**src/rtl/mem_arb_pkg.sv**
```systemverilog
// Shared types and constants for the 2:1 memory arbiter.
// The ERR states exist only when ARB_TIMEOUT_EN is defined.
package mem_arb_pkg;

`ifdef ARB_TIMEOUT_EN
   typedef enum logic [2:0] {
      ST_IDLE  = 3'd0,
      ST_BUSY0 = 3'd1,
      ST_BUSY1 = 3'd2,
      ST_ERR0  = 3'd3,
      ST_ERR1  = 3'd4
   } arb_state_t;
`else
   typedef enum logic [2:0] {
      ST_IDLE  = 3'd0,
      ST_BUSY0 = 3'd1,
      ST_BUSY1 = 3'd2
   } arb_state_t;
`endif

   localparam logic [31:0] DEF_ERR_RDATA = 32'hDEADBEEF;

   localparam logic [1:0] GRANT_NONE = 2'b00;
   localparam logic [1:0] GRANT_M0   = 2'b01;
   localparam logic [1:0] GRANT_M1   = 2'b10;

endpackage

```
**src/rtl/arb_rr2.sv**
```systemverilog
// Two-requester round-robin pick: when both request, the one not served last wins.
module arb_rr2 (
   input  logic i_req0,
   input  logic i_req1,
   input  logic i_last,
   output logic o_vld,
   output logic o_pick1
);

   // i_last = 1 means requester 1 was served most recently
   assign o_vld   = i_req0 | i_req1;
   assign o_pick1 = i_req1 & (~i_req0 | ~i_last);

endmodule

```
**src/rtl/mem_arbiter_2to1.sv**
```systemverilog
// Two picorv32-style native-bus masters sharing one memory port, round-robin.
// Define ARB_TIMEOUT_EN to add a slave-ready timeout with ERR0/ERR1 states.
//
// state | meaning
// IDLE  | no owner; arbitrate pending requests
// BUSY0 | m0 owns slave port, waiting for s_ready
// BUSY1 | m1 owns slave port, waiting for s_ready
// ERR0  | m0 timed out; one-cycle error response
// ERR1  | m1 timed out; one-cycle error response
module mem_arbiter_2to1
   import mem_arb_pkg::*;
#(
   parameter int unsigned TIMEOUT   = 16,
   parameter logic [31:0] ERR_RDATA = DEF_ERR_RDATA
) (
   input  logic        clk,
   input  logic        resetn,
   input  logic        m0_valid,
   input  logic        m0_instr,
   input  logic [31:0] m0_addr,
   input  logic [31:0] m0_wdata,
   input  logic [3:0]  m0_wstrb,
   output logic        m0_ready,
   output logic [31:0] m0_rdata,
   input  logic        m1_valid,
   input  logic        m1_instr,
   input  logic [31:0] m1_addr,
   input  logic [31:0] m1_wdata,
   input  logic [3:0]  m1_wstrb,
   output logic        m1_ready,
   output logic [31:0] m1_rdata,
   output logic        s_valid,
   output logic        s_instr,
   output logic [31:0] s_addr,
   output logic [31:0] s_wdata,
   output logic [3:0]  s_wstrb,
   input  logic        s_ready,
   input  logic [31:0] s_rdata,
   output logic [1:0]  grant
);

   arb_state_t  r_state;
   arb_state_t  w_state_nxt;
   logic        r_last;
   logic        r_s_valid;
   logic        r_s_instr;
   logic [31:0] r_s_addr;
   logic [31:0] r_s_wdata;
   logic [3:0]  r_s_wstrb;
   logic        w_pick_vld;
   logic        w_pick1;
   logic        w_busy;
   logic        w_ack0;
   logic        w_ack1;
   logic        w_err0;
   logic        w_err1;

   arb_rr2 u_rr (
      .i_req0  (m0_valid),
      .i_req1  (m1_valid),
      .i_last  (r_last),
      .o_vld   (w_pick_vld),
      .o_pick1 (w_pick1)
   );

`ifdef ARB_TIMEOUT_EN
   localparam logic [15:0] TO_LAST = 16'(TIMEOUT - 1);

   logic [15:0] r_to_cnt;
   logic        w_to_hit;

   // counts stalled BUSY cycles; the TIMEOUT-th stall moves to ERR
   assign w_to_hit = (r_to_cnt == TO_LAST);

   always_ff @(posedge clk or negedge resetn) begin
      if (!resetn)
         r_to_cnt <= '0;
      else if (w_busy && !s_ready)
         r_to_cnt <= r_to_cnt + 16'd1;
      else
         r_to_cnt <= '0;
   end

   assign w_err0 = (r_state == ST_ERR0);
   assign w_err1 = (r_state == ST_ERR1);
`else
   logic w_unused_timeout;
   assign w_unused_timeout = ^TIMEOUT;
   assign w_err0 = 1'b0;
   assign w_err1 = 1'b0;
`endif

   assign w_busy = (r_state == ST_BUSY0) || (r_state == ST_BUSY1);
   assign w_ack0 = (r_state == ST_BUSY0) && s_ready;
   assign w_ack1 = (r_state == ST_BUSY1) && s_ready;

   always_ff @(posedge clk or negedge resetn) begin
      if (!resetn)
         r_state <= ST_IDLE;
      else
         r_state <= w_state_nxt;
   end

   always_comb begin
      w_state_nxt = r_state;
      unique case (r_state)
         ST_IDLE: begin
            if (w_pick_vld)
               w_state_nxt = w_pick1 ? ST_BUSY1 : ST_BUSY0;
         end
         ST_BUSY0: begin
            if (s_ready)
               w_state_nxt = ST_IDLE;
`ifdef ARB_TIMEOUT_EN
            else if (w_to_hit)
               w_state_nxt = ST_ERR0;
`endif
         end
         ST_BUSY1: begin
            if (s_ready)
               w_state_nxt = ST_IDLE;
`ifdef ARB_TIMEOUT_EN
            else if (w_to_hit)
               w_state_nxt = ST_ERR1;
`endif
         end
`ifdef ARB_TIMEOUT_EN
         ST_ERR0, ST_ERR1: w_state_nxt = ST_IDLE;
`endif
         default: w_state_nxt = ST_IDLE;
      endcase
   end

   // slave request is captured at the grant edge and frozen until the owner leaves BUSY
   always_ff @(posedge clk or negedge resetn) begin
      if (!resetn) begin
         r_last    <= 1'b1;
         r_s_valid <= 1'b0;
         r_s_instr <= 1'b0;
         r_s_addr  <= '0;
         r_s_wdata <= '0;
         r_s_wstrb <= '0;
      end else begin
         if ((r_state == ST_IDLE) && w_pick_vld) begin
            r_s_valid <= 1'b1;
            r_s_instr <= w_pick1 ? m1_instr : m0_instr;
            r_s_addr  <= w_pick1 ? m1_addr  : m0_addr;
            r_s_wdata <= w_pick1 ? m1_wdata : m0_wdata;
            r_s_wstrb <= w_pick1 ? m1_wstrb : m0_wstrb;
         end else if (w_busy && (w_state_nxt != r_state)) begin
            r_s_valid <= 1'b0;
         end

         if (m0_ready)
            r_last <= 1'b0;
         else if (m1_ready)
            r_last <= 1'b1;
      end
   end

   assign s_valid = r_s_valid;
   assign s_instr = r_s_instr;
   assign s_addr  = r_s_addr;
   assign s_wdata = r_s_wdata;
   assign s_wstrb = r_s_wstrb;

   assign m0_ready = w_ack0 | w_err0;
   assign m1_ready = w_ack1 | w_err1;
   assign m0_rdata = w_ack0 ? s_rdata : (w_err0 ? ERR_RDATA : '0);
   assign m1_rdata = w_ack1 ? s_rdata : (w_err1 ? ERR_RDATA : '0);

   assign grant = ((r_state == ST_BUSY0) || w_err0) ? GRANT_M0 :
                  ((r_state == ST_BUSY1) || w_err1) ? GRANT_M1 : GRANT_NONE;

endmodule

```
**config.mk**
```make
export PLATFORM = sky130hd
export DESIGN_NAME = mem_arbiter_2to1
export DESIGN_NICKNAME = d
export VERILOG_FILES = /design/src/rtl/mem_arb_pkg.sv /design/src/rtl/arb_rr2.sv /design/src/rtl/mem_arbiter_2to1.sv
export SDC_FILE = /design/constraint.sdc
export NUM_CORES = 1
export LEC_CHECK = 0
export ABC_AREA = 1
export CORE_AREA = 2 2 120 122
export DETAILED_ROUTE_END_ITERATION = 16
export DIE_AREA = 0 0 122 124
export GPL_ROUTABILITY_DRIVEN = 0
export PLACE_DENSITY = 0.74
export REMOVE_ABC_BUFFERS = 1
export SKIP_LAST_GASP = 1
export SLEW_MARGIN = 10
export SYNTH_ARGS = -nofsm -noshare
export SYNTH_HDL_FRONTEND = slang
export SYNTH_SLANG_ARGS = --single-unit
```
**constraint.sdc**
```tcl
create_clock -name clk -period 1.8 [get_ports clk]
set_clock_uncertainty 0.2 [all_clocks]
set_input_delay 0.27 -clock clk [delete_from_list [all_inputs] [get_ports clk]]
set_output_delay 0.27 -clock clk [all_outputs]
set_load 0.05 [all_outputs]
```
Word-level counts from Yosys, hierarchy flattened
Index checks and enable logic that the tools add are counted.
W data, S select, Z words.
- bitwise gates (word level): 5
- mux-type cells: 16
- reduce and logical (&&, ||, !) cells: 9
- equality and inequality tests: 3
- operators by type and width (cell ; count):
    $mux W32 ; 4
    $mux W2 ; 3
    $mux W3 ; 2
    $pmux W3 S2 ; 1
    $mux W1 ; 5
    $logic_and A1 B1 Y1 ; 4
    $mux W4 ; 1
    $reduce_bool A2 Y1 ; 2
    $eq A3 B1 Y1 const B ; 1
    $eq A3 B2 Y1 const B ; 1
    $logic_not A3 Y1 ; 1
    $ne A3 B3 Y1 ; 1
    $not A1 Y1 ; 2
    $or A1 B1 Y1 ; 2
    $reduce_or A2 Y1 ; 1
    $and A1 B1 Y1 ; 1
    $logic_or A1 B1 Y1 ; 1
- output and inout port bits: 138
- logic and storage cells: 40
- input bits: 175
- register bits after elaboration: 74

Depth between registers and ports, before layout
Gate-level depths: netlist of run 1.
- depth after elaboration: 10
- depth in mapped cells: 7
- gate-level depth less buffers: 6

By module
From an unflattened synthesis of run 1, not the netlist that was laid out.
- cells, all modules: 648
- area total of the unflattened synthesis: 4156.5 um2
- modules (own cells, without submodules) (module ; cells each ; sequential area each (um2) ; times used ; area each (um2)):
    mem_arbiter_2to1 ; 645 ; 1853.0 ; 1 ; 4141.5
    arb_rr2 ; 3 ; 0.0 ; 1 ; 15.0

Worst setup path after synthesis of run 1
OpenSTA, ideal clock, no wires.
- path kind: register to output
- from: reg r_state[2]
- to: out m0_rdata[22]
- data required time: 1330 ps
- slack: -249 ps
- stages on the path, launching flop included: 5
- data arrival time: 1579 ps
- buffers on the path: 1
- path through: dfrtp_1 nor2_4 nand3_1 buf_2 nor2_1
- longest elaborated chain between the ends: 3
- ends and longest elaborated chain (what ; line ; source):
    start: declaration ; mem_arbiter_2to1.sv:42 ; arb_state_t r_state;
    start signal: assignment ; mem_arbiter_2to1.sv:101 ; r_state <= w_state_nxt;
    $eq A3 B1 Y1 ; mem_arbiter_2to1.sv:94 ; assign w_ack0 = (r_state == ST_BUSY0) && s_ready;
    $logic_and A1 B1 Y1 ; mem_arbiter_2to1.sv:94 ;
    $mux W32 ; mem_arbiter_2to1.sv:169 ; assign m0_rdata = w_ack0 ? s_rdata : (w_err0 ? ERR_RDATA : '0);
    end: declaration ; mem_arbiter_2to1.sv:24 ; output logic [31:0] m0_rdata,
Every way passes these cells.

Worst setup path after layout of run 1
- from: reg r_state[0]
- to: out m1_rdata[7]
- longest elaborated chain between the ends: 3
- ends and longest elaborated chain (what ; line ; source):
    $eq A3 B2 Y1 ; mem_arbiter_2to1.sv:95 ; assign w_ack1 = (r_state == ST_BUSY1) && s_ready;
    $logic_and A1 B1 Y1 ; mem_arbiter_2to1.sv:95 ;
    $mux W32 ; mem_arbiter_2to1.sv:170 ; assign m1_rdata = w_ack1 ? s_rdata : (w_err1 ? ERR_RDATA : '0);
    end: declaration ; mem_arbiter_2to1.sv:31 ; output logic [31:0] m1_rdata,
Every way passes these cells.

==> results of run 1 <==
==> sequential cells by signal (all words and copies together) (netlist names) <==
signal and count:
r_state 3, s_valid 1, s_addr 32, s_instr 1, s_wstrb 4, s_wdata 32, r_last 1
==> timing repair <==
action / CTS / global route
hold buffers: 1 / 0
buffers inserted: 1 / 3
gates cloned: 1 / 5
resized for setup: 74 / 37
pin swaps: 1 / 1
endpoints found under the setup margin: 67 / 68
endpoints found under the hold margin: 73 / 0
==> path summary, 6_finish.rpt <==
check | endpoint | start | slack (ns)
max | m1_rdata[7] | r_state[0] | -0.27
min | r_state[1] | s_ready | 0.27
max reg2reg | s_addr[9] | r_state[2] | 0.11
min reg2reg | s_addr[14] | s_addr[14] | 0.28
max in group asynchronous | r_last | resetn | 0.73
min in group asynchronous | s_wdata[9] | resetn | 0.29
==> power by group through the flow <==
stage               registers (mW)  clock network, mW  logic (mW)
finish                        2.56               2.08        5.34
global route                  2.63               2.21        5.65
CTS                           2.56               2.14        5.30
detailed placement            2.56                  0        5.24
global placement              2.55                  0        5.19
floorplan                     4.45                  0        1.18
==> kinds of logic (layout without fill, tap and decap cells) <==
family | Yosys count | after routing | synth area share [%]
other | 1 | 1 | 0.08820
AO/OA/AOI/OAI | 1 | 1 | 0.1472
buffers and inverters | 80 | 395 | 9.300
flip-flops | 74 | 74 | 43.58
AND/OR/NAND/NOR | 497 | 497 | 46.88
==> final cells by class <==
class	count	share of cell area, %
clock buffer	11	2.811
clock inverter	5	1.113
inverter	38	1.586
multi-input combinational	499	26.28
sequential	74	20.65
tap	180	2.505
timing repair buffer	341	45.05
==> worst min-delay path, cell delays in order <==
cell	delay (ns)
dlymetal6s2s_1	0.23
buf_4	0.17
o22ai_1	0.07
==> layer usage <==
layer  track usage (%)  vias up  wire (um)
met5                 0        -          0
met4             7.830        0        404
met3             7.601       23       1518
met2             40.15      203       9642
met1             24.23     2404       6732
li1                  -     2584          -
==> placed cells by master, fill, tap and decap left out, types with 4 or more instances in the layout <==
cell | Yosys | final
nor2_2 | 0 | 31
buf_6 | 8 | 4
nand2_1 | 352 | 351
inv_1 | 38 | 37
clkdlybuf4s50_1 | 0 | 171
nand3_1 | 72 | 70
dfrtp_1 | 73 | 70
nand2_2 | 3 | 4
clkbuf_16 | 0 | 11
nor2_4 | 3 | 37
buf_4 | 2 | 81
buf_12 | 0 | 79
==> through the flow <==
step | power [mW] | setup TNS [ns] | cells
after floorplan | 5.627 | -92.72 | 611
after global placement | 7.738 | -10.11 | 1121
after detailed placement | 7.799 | -12.04 | 1121
after CTS | 9.990 | -15.41 | 1140
after global routing | 10.50 | -18.49 | 1148
final | 9.983 | -13.97 | 1148
==> metrics.csv, run 1 <==
stage,metric,value,unit
cts,cts_inserted_buffers,9,
critical_path,slowest_stage,dfrtp_2,
synth,synth_most_common_cell,nand2_1,
critical_path,crit_chain,nor2_4 -> nand3_4 -> buf_12 -> nor2_2 -> buf_12,
pwr,switching_share,45.51,%
synth,seq_area_frac_synth,43.58,%
floorplanning,dieWidth,122,um
pwr,p_leak,4.501,nW
timing,hold_viol,0,
global_routing,grt_start_max_net_pins,75,
cts,clk_path_buf_depth,2,
timing,max_freq,0.4842,GHz
synth,syn_area,4252,sq um
final_layout,drive_above_1_share,27.27,%
routing,drcViolationCount,0,
critical_path,crit_top_cell,buf_12,
synth,synth_top_area_cell,dfrtp_1,
worst_hold_path,holdPathStages,3,
pwr,comb_power_share,53.5,%
final_layout,synthToLayoutAreaGrowth,111.5,%
critical_path,crit_family,simple AND/OR/NAND/NOR gates,
placement,dp_slack,-0.1939,ns
critical_path,path_class,register to output pin,
floorplanning,ios,313,
floorplanning,core_area,13720,sq um
timing,rsz0062_at_grt,true,
synth,synth_common_cells,"nand2_1, dfrtp_1, nand3_1, nor2_1, inv_1",
critical_path,crit_buf_inv,2,
routing,vias,5214,
critical_path,crit_arrival,1.60,ns
critical_path,cp.depth,5,
synth,async_flop_share,100.0,%
critical_path,cp.required,1.33,ns
final_layout,multi_input_area,2364,sq um
critical_path,path_max_fanout,18,
routing,ant_nets,0,
worst_hold_path,hp-class,input port to register,
synth,synth-main-ff-cell,dfrtp_1,
status,run_status,"finished, violations left",
synth,ys_ff_latch,74,
routing,post_drt_wl_per_cell,15.94,um
status,violations,setup timing,
floorplanning,dieHeight,124,um
global_routing,grt_use_total,22.22,%
synth,synth_top_area_share,42.97,%
synth,synth_edf_count,0,
pwr,clkPwrFrac,20.9,%
final_layout,regArea,1857,sq um
cts,clkTransAtPathRegs,0.05,ns
final_layout,antennaDiodeCount,0,
floorplanning,initial_core_util,30.99,%
synth,syn_inst,653,
pwr,ir_worst_vdd,0.0007430,V
cts,cts_tree,yes,
synth,yosys_warnings,0,
placement,place_area,8118,sq um
pwr,intPower,5.439,mW
global_routing,grt_antenna_before_repair,0,
critical_path,worstSetupEndpointType,output pin,
final_layout,fin_nets,1138,
pwr,seqPwrFrac,25.6,%
timing,setup_violations,67,
routing,wirelength,18300,um
timing,finalMaxSlewViolations,0,
timing,holdWs,0.2651,ns
final_layout,fill_cells,1147,
critical_path,cp-start-kind,register,
global_routing,overflow,0,
timing,layout_setup_ws,-0.2651,ns
flow_run,maxCapViolCount,0,
placement,io_buffer_count,312,
floorplanning,dieArea,15130,sq um
pwr,switching_power,4.543,mW
global_routing,grt_pass1_wl,25990,um
timing,finalCritPeriodShare,114.7,%
routing,first_pass_iters,4,
final_layout,design_area,8992,sq um
floorplanning,rows,43,
cts,htreeDepth,3,
cts,clock-sinks,74,
synth,syn_avg_cell_area,6.511,sq um
cts,insertion_delay,0.32,ns
pwr,powerDensity,1110,nW/um^2
critical_path,critPathMaxStageDelay,0.43,ns
critical_path,rr_worst_depth,8,
final_layout,fin_util,65.54,%
routing,vias_per_cell,4.542,
cts,cts_root_buffer,clkbuf_16,
timing,period_minus_slack,2.065,ns
placement,dp_hpwl,13010,um
synth,ys_types,16,
routing,drtIter0Drc,160,
synth,synth_area_leaders,"dfrtp_1, nand2_1, nand3_1",
global_routing,grt_pass1_vias,4968,
Power figures use the tool's default switching activity.
==> run 2: changes to the inputs <==
--- a/config.mk
+++ b/config.mk
@@ -6,11 +6,13 @@
 export NUM_CORES = 1
 export LEC_CHECK = 0
 export ABC_AREA = 1
-export CORE_AREA = 2 2 120 122
+export ABC_CLOCK_PERIOD_IN_PS = 1800
+export CORE_AREA = 2 2 122 124
+export CTS_BUF_LIST = sky130_fd_sc_hd__clkbuf_8
 export DETAILED_ROUTE_END_ITERATION = 16
-export DIE_AREA = 0 0 122 124
+export DIE_AREA = 0 0 124 126
 export GPL_ROUTABILITY_DRIVEN = 0
-export PLACE_DENSITY = 0.74
+export PLACE_DENSITY = 0.72
 export REMOVE_ABC_BUFFERS = 1
 export SKIP_LAST_GASP = 1
 export SLEW_MARGIN = 10
==> run 2 against run 1 <==
Against the previous run:
- the flow still finishes with violations (setup timing)
- via count fell by 1.9%
- core utilization fell by 4.0 points
- critical path depth did not move
- combinational power fell by 1%
- die area rose by 3.3%
- largest power group unchanged
- non-clock buffer count fell by 5
- sequential power barely moved
- global-route usage fell by 0.90 points
- total power fell by 7.4%
- sequential share of layout area rose by 0.44 points
- largest cell class unchanged
- register-to-register slack improved by 0.03 ns
- design area fell by 2.1%
==> metrics.csv, run 2 (same netlist as run 1, synthesis figures left out) <==
stage,metric,value,unit,change
timing,period_minus_slack,2.031,ns,-0.03378 ns
cts,cts_root_buffer,clkbuf_8,,
final_layout,synthToLayoutAreaGrowth,107.1,%,
critical_path,cp-start-kind,register,,
global_routing,grt-busiest-layer,met2,,
critical_path,rr_worst_depth,8,,unchanged
final_layout,final_cell_mix,"nand2_1, clkdlybuf4s50_1, buf_4, buf_12",,
flow_run,maxCapViolCount,0,,unchanged
global_routing,grt_pass1_vias,4905,,-1.3%
timing,finalCritPeriodShare,112.8,%,-1.9 points
placement,dp_hpwl,12630,um,-2.9%
floorplanning,rows,44,,+2.3%
global_routing,grt_antenna_before_repair,0,,unchanged
placement,dp_slack,-0.1571,ns,+0.03683 ns
global_routing,overflow,0,,unchanged
cts,cts_inserted_buffers,9,,unchanged
routing,drtIter0Drc,164,,+2.5%
critical_path,crit_chain,nor2_4 -> nand3_4 -> buf_16 -> nor2_2 -> buf_12,,
timing,hold_viol,0,,unchanged
cts,insertion_delay,0.34,ns,+0.02 ns
routing,wirelength,16940,um,-7.4%
critical_path,crit_buf_inv,2,,unchanged
floorplanning,dieArea,15620,sq um,+3.3%
global_routing,grtUsageMet3,6.069,%,-1.5 points
status,violations,setup timing,,
final_layout,final_common_cell,nand2_1,,
routing,vias_per_cell,4.459,,-1.8%
status,run_status,"finished, violations left",,
floorplanning,initial_core_util,29.70,%,-1.3 points
pwr,switching_power,4.457,mW,-1.9%
floorplanning,ios,313,,unchanged
routing,drcViolationCount,0,,unchanged
routing,ant_nets,0,,unchanged
worst_hold_path,hp-class,input port to async pin,,
timing,layout_setup_ws,-0.2313,ns,+0.03378 ns
timing,rsz0062_at_grt,true,,
pwr,ir_worst_vdd,0.0008426,V,+13%
timing,tns,-12.60,ns,+1.364 ns
global_routing,met1_usage,24.05,%,-0.19 points
pwr,power,9.245,mW,-7.4%
pwr,p_leak,4.392,nW,-2.4%
global_routing,grt_pass1_wl,25830,um,-0.61%
routing,first_pass_iters,5,,+1
timing,max_freq,0.4923,GHz,+1.7%
pwr,powerDensity,1050,nW/um^2,-5.4%
critical_path,crit_family,flip-flops,,
cts,clk_path_buf_depth,2,,unchanged
critical_path,path_class,register to output pin,,
placement,place_inst,1127,,+0.54%
critical_path,crit_arrival,1.56,ns,-0.04 ns
critical_path,critPathMaxStageDelay,0.45,ns,+0.02 ns
final_layout,fill_cells,1243,,+8.4%
critical_path,cp.required,1.33,ns,about the same
pwr,clkPwrFrac,15.3,%,-5.6 points
global_routing,grt_start_max_net_pins,64,,-15%
timing,finalMaxSlewViolations,0,,unchanged
critical_path,reg2reg_to,s_addr[28],,
final_layout,instances_no_fill,1147,,-0.087%
cts,clkTransAtPathRegs,0.08,ns,+0.03 ns
critical_path,r2r-start,r_state[2],,
placement,io_buffer_count,312,,unchanged
floorplanning,core_area,14310,sq um,+4.3%
critical_path,path_max_fanout,17,,-1
global_routing,met2_usage,38.69,%,-1.5 points
routing,vias,5114,,-1.9%
cts,clock-sinks,74,,unchanged
critical_path,slowest_stage,dfrtp_2,,
pwr,comb_power_share,57.1,%,+3.6 points
pwr,switching_share,48.21,%,+2.7 points
final_layout,fin_nets,1133,,-0.44%
final_layout,drive_above_1_share,26.58,%,-0.69 points
routing,post_drt_wl_per_cell,14.77,um,-7.3%
final_layout,antennaDiodeCount,0,,unchanged
critical_path,worstSetupEndpointType,output pin,,
floorplanning,dieHeight,126,um,+1.6%
cts,cts_tree,yes,,
floorplanning,dieWidth,124,um,+1.6%
timing,setup_violations,67,,unchanged
cts,htreeDepth,3,,unchanged
critical_path,startpoint,r_state[2],,
global_routing,grt_use_total,21.32,%,-0.90 points
pwr,intPower,4.788,mW,-12%
final_layout,fin_util,61.50,%,-4.0 points
critical_path,rrSetupSlack,0.14,ns,+0.03 ns
pwr,seqPwrFrac,27.6,%,+2.0 points
## run 2: cell types whose count changed in the layout (fill, tap and decap cells not counted), moves of 2 or more
cell / before / now
clkbuf_16: 11 / 1
clkbuf_8: 2 / 10
buf_6: 4 / 0
nor2_2: 31 / 28
nor2_4: 37 / 40
inv_1: 37 / 39
## run 2: layout make-up
cell class	count	area (sq um)	share of cell area, %
tap	184	230.2	2.615
clock buffer	10	137.6	1.563
inverter	38	142.6	1.620
multi-input combinational	499	2376	26.99
clock inverter	6	81.33	0.9238
sequential	74	1857	21.09
timing repair buffer	336	3979	45.20
## run 2: worst max path at each step
| stage | endpoint | cells after the start | slack, ns |
|---|---|---|---|
| 3_3_place_gp | m1_rdata[8] | 5 | -0.12 |
| 3_5_place_dp | m1_rdata[12] | 5 | -0.16 |
| 2_1_floorplan | m0_rdata[0] | 3 | -0.73 |
| 4_1_cts | m1_rdata[5] | 5 | -0.24 |
| 6_report | m0_rdata[7] | 5 | -0.23 |
| 5_1_grt | m0_rdata[7] | 5 | -0.32 |
## run 2: routing by layer
layer,up-vias,part of all wire (%)
li1,2581,-
met1,2316,38
met2,197,52
met3,20,8.4
met4,0,1.6
met5,-,0
## run 2: repair_timing
item                       4_1_cts  5_1_grt
resized for setup               87       29
cloned                           1        1
setup endpoints to repair       67       68
setup buffers                    1        0
hold endpoints to repair        57        0
hold buffers                     1        0
## run 2: through the flow
stage / hold slack [ns] / instance area, sq um
6_report: 0.1953 / 8803
5_1_grt: 0.2180 / 8803
4_1_cts: 0.1850 / 8642
3_5_place_dp: 0.02798 / 8113
3_3_place_gp: 0.03043 / 8113
2_1_floorplan: -0.2256 / 3999
## run 2: power groups by stage
stage	Combinational [mW]	Sequential [mW]	Clock, mW
2_1_floorplan	1.18	4.45	0
3_3_place_gp	5.19	2.54	0
3_5_place_dp	5.23	2.55	0
4_1_cts	5.30	2.54	1.47
5_1_grt	5.61	2.62	1.53
6_report	5.28	2.55	1.41
## run 2: worst reg2reg max path, cell delays in order, from the launching register on
cell	delay (ns)
dfrtp_2	0.45
nor2_4	0.15
buf_4	0.12
buf_4	0.10
nand2_2	0.06
nor2_4	0.15
buf_12	0.22
nand2_1	0.12
nand2_1	0.06
==> run 3: changes to the inputs <==
--- a/config.mk
+++ b/config.mk
@@ -5,14 +5,16 @@
 export SDC_FILE = /design/constraint.sdc
 export NUM_CORES = 1
 export LEC_CHECK = 0
-export ABC_AREA = 1
 export ABC_CLOCK_PERIOD_IN_PS = 1800
-export CORE_AREA = 2 2 122 124
+export CELL_PAD_IN_SITES_DETAIL_PLACEMENT = 1
+export CELL_PAD_IN_SITES_GLOBAL_PLACEMENT = 2
+export CORE_MARGIN = 2
+export CORE_UTILIZATION = 19
 export CTS_BUF_LIST = sky130_fd_sc_hd__clkbuf_8
+export CTS_CLUSTER_DIAMETER = 40
 export DETAILED_ROUTE_END_ITERATION = 16
-export DIE_AREA = 0 0 124 126
 export GPL_ROUTABILITY_DRIVEN = 0
-export PLACE_DENSITY = 0.72
+export PLACE_DENSITY_LB_ADDON = 0.1
 export REMOVE_ABC_BUFFERS = 1
 export SKIP_LAST_GASP = 1
 export SLEW_MARGIN = 10
==> run 3 against run 2 <==
Against the previous run:
- the flow still finishes with violations (setup timing)
- sequential power increased by 2%
- sequential cell count unchanged
- highest routed layer unchanged
- clock power increased by 5%
- sequential share of layout area decreased by 1.5 points
- total power increased by 8.2%
- largest power group unchanged
- non-clock buffer count increased by 26
- maximum frequency decreased by 11%
==> metrics.csv, run 3 <==
stage,metric,value,unit,change
global_routing,grt_use_total,16.08,%,-5.2 points
synth,synth_common_cells,"mux2_2, dfrtp_1, and2_1, and3_1, buf_2",,
pwr,intPower,5.664,mW,+18%
global_routing,overflow,0,,unchanged
cts,insertion_delay,0.37,ns,+0.03 ns
timing,finalCritPeriodShare,126.3,%,+13 points
global_routing,grt_start_max_net_pins,75,,+17%
floorplanning,core_area,20960,sq um,+46%
pwr,clkPwrFrac,14.8,%,-0.5 points
floorplanning,dieWidth,149.8,um,+21%
timing,max_freq,0.4399,GHz,-11%
cts,cts_inserted_buffers,9,,unchanged
synth,syn_area,4039,sq um,-5.0%
cts,cts_tree,yes,,
final_layout,fin_nets,841,,-26%
cts,htreeDepth,3,,unchanged
pwr,switching_power,4.343,mW,-2.6%
synth,async_flop_share,100.0,%,unchanged
synth,synth-main-ff-cell,dfrtp_1,,
critical_path,cp-start-kind,register,,
status,run_status,"finished, violations left",,
floorplanning,rows,53,,+20%
cts,cts_root_buffer,clkbuf_8,,
cts,clock-sinks,74,,unchanged
cts,clkTransAtPathRegs,0.08,ns,about the same
routing,first_pass_iters,4,,-1
timing,finalMaxSlewViolations,0,,unchanged
timing,layout_setup_ws,-0.4731,ns,-0.2419 ns
pwr,powerDensity,1058,nW/um^2,+0.76%
timing,hold_viol,0,,unchanged
synth,synth_edf_count,0,,unchanged
synth,synth_most_common_cell,mux2_2,,
synth,seq_area_frac_synth,45.88,%,+2.3 points
synth,syn_inst,316,,-52%
routing,vias,3986,,-22%
synth,syn_avg_cell_area,12.78,sq um,+96%
floorplanning,initial_core_util,19.27,%,-10 points
cts,clk_path_buf_depth,2,,unchanged
placement,io_buffer_count,312,,unchanged
critical_path,worstSetupEndpointType,output pin,,
floorplanning,ios,313,,unchanged
pwr,p_leak,4.025,nW,-8.4%
synth,yosys_warnings,0,,unchanged
routing,wirelength,19420,um,+15%
global_routing,grt_pass1_vias,4461,,-9.1%
critical_path,rr_worst_depth,9,,+1
floorplanning,dieArea,22440,sq um,+44%
pwr,ir_worst_vdd,0.0006031,V,-28%
final_layout,final_common_cell,clkdlybuf4s50_1,,
timing,rsz0062_at_grt,true,,
routing,drcViolationCount,0,,unchanged
final_layout,final_cell_mix,"clkdlybuf4s50_1, buf_12, mux2_2, buf_4, dfrtp_1",,
floorplanning,dieHeight,149.8,um,+19%
synth,ys_ff_latch,74,,unchanged
timing,period_minus_slack,2.273,ns,+0.2419 ns
critical_path,crit_arrival,1.80,ns,+0.24 ns
critical_path,cp.required,1.33,ns,about the same
timing,setup_violations,136,,+100%
synth,synth_area_leaders,"dfrtp_1, mux2_2, and2_1",,
routing,drtIter0Drc,79,,-52%
routing,vias_per_cell,4.214,,-5.5%
worst_hold_path,hp-class,input port to async pin,,
critical_path,path_max_fanout,9,,-8
synth,synth_top_area_share,45.23,%,+2.3 points
timing,tns,-49.20,ns,-36.59 ns
pwr,switching_share,43.40,%,-4.8 points
routing,ant_nets,0,,unchanged
synth,ys_types,22,,+6
timing,holdWs,0.2577,ns,+0.06243 ns
final_layout,antennaDiodeCount,0,,unchanged
final_layout,drive_above_1_share,61.70,%,+35 points
global_routing,grt_pass1_wl,27090,um,+4.9%
placement,dp_hpwl,13410,um,+6.2%
final_layout,synthToLayoutAreaGrowth,134.2,%,
final_layout,fill_cells,2176,,+75%
routing,post_drt_wl_per_cell,20.53,um,+39%
synth,synth_top_area_cell,dfrtp_1,,
status,violations,setup timing,,
critical_path,path_class,register to output pin,,
global_routing,grt_antenna_before_repair,0,,unchanged
pwr,seqPwrFrac,26.1,%,-1.5 points
pwr,comb_power_share,59.1,%,+2.0 points
flow_run,maxCapViolCount,0,,unchanged
==> run 3: changes by cell type after synthesis, sizes merged, moves of 2 or more <==
cell and delta:
inv -36, nor3b +2, buf -18, mux2 +138, nor2 -67, nand3 -73, and2 +33, nand2 -354
and3 +32
==> run 3: layer usage <==
metal | part of all wire (%) | GRT usage [%]
met1 | 40 | 18.10
met2 | 51 | 29.22
met3 | 7.7 | 5.427
met4 | 1.6 | 3.679
met5 | 0 | 0
==> run 3: worst max-delay path, stage by stage, from the launching register on <==
cell and delay (ns):
dfrtp_1 0.39, buf_4 0.16, nor3b_4 0.23, buf_6 0.17, buf_16 0.14, and3_4 0.20, buf_12 0.14
==> run 3: cell families (layout without fill, tap and decap cells) <==
group | after synthesis | count (layout) | share of synthesized area [%]
AND/OR/NAND/NOR | 73 | 73 | 11.62
AO/OA/AOI/OAI | 4 | 4 | 0.8054
multiplexers | 139 | 139 | 38.72
other | 1 | 1 | 0.09285
buffers and inverters | 25 | 380 | 2.881
flip-flops | 74 | 74 | 45.88
==> run 3: worst paths after layout <==
check | start | endpoint | slack [ns]
max | r_state[0] | m1_rdata[14] | -0.47
min | resetn | s_addr[13] | 0.26
max reg2reg | r_state[1] | s_wdata[24] | -0.42
min reg2reg | s_wdata[24] | s_wdata[24] | 0.31
max in group asynchronous | resetn | r_last | 0.76
min in group clk | s_wdata[24] | s_wdata[24] | 0.31
==> run 3: power groups by stage <==
stage               Combinational [mW]  Sequential (mW)  Clock, mW
finish                            5.91             2.61       1.48
global route                      6.16             2.70       1.62
CTS                               5.57             2.60       1.56
detailed placement                5.21             2.62          0
global placement                  5.16             2.60          0
floorplan                         1.18             4.61          0
==> run 3: what timing repair did <==
action / CTS / global route
hold endpoints to repair: 73 / 0
hold buffers: 1 / 0
cloned: 9 / 5
setup endpoints to repair: 139 / 138
setup buffers: 13 / 11
resized for setup: 51 / 114
pin swaps: 4 / 11
==> run 3: through the flow <==
| step | cell area (sq um) | total power [mW] | worst slack (ns) | utilization (%) | cells |
|---|---|---|---|---|---|
| finish | 9458 | 10.01 | -0.4731 | 45.13 | 946 |
| global route | 9458 | 10.48 | -0.5663 | 45.13 | 946 |
| CTS | 9022 | 9.724 | -0.4796 | 43.06 | 939 |
| detailed placement | 8163 | 7.836 | -0.4485 | 38.95 | 900 |
| global placement | 8163 | 7.766 | -0.4439 | 38.95 | 900 |
| floorplan | 3930 | 5.791 | -2.121 | - | 293 |
==> run 3: area by class of cell <==
| cell class | count | area [sq um] | area share, % |
|---|---|---|---|
| repair buffers | 362 | 4474 | 47.31 |
| multi-input cells | 217 | 2557 | 27.04 |
| flip-flops and latches | 74 | 1854 | 19.61 |
| well taps | 275 | 344.1 | 3.638 |
| clock buffers | 9 | 123.9 | 1.310 |
| clock inverters | 7 | 93.84 | 0.9922 |
| inverters | 2 | 10.01 | 0.1058 |
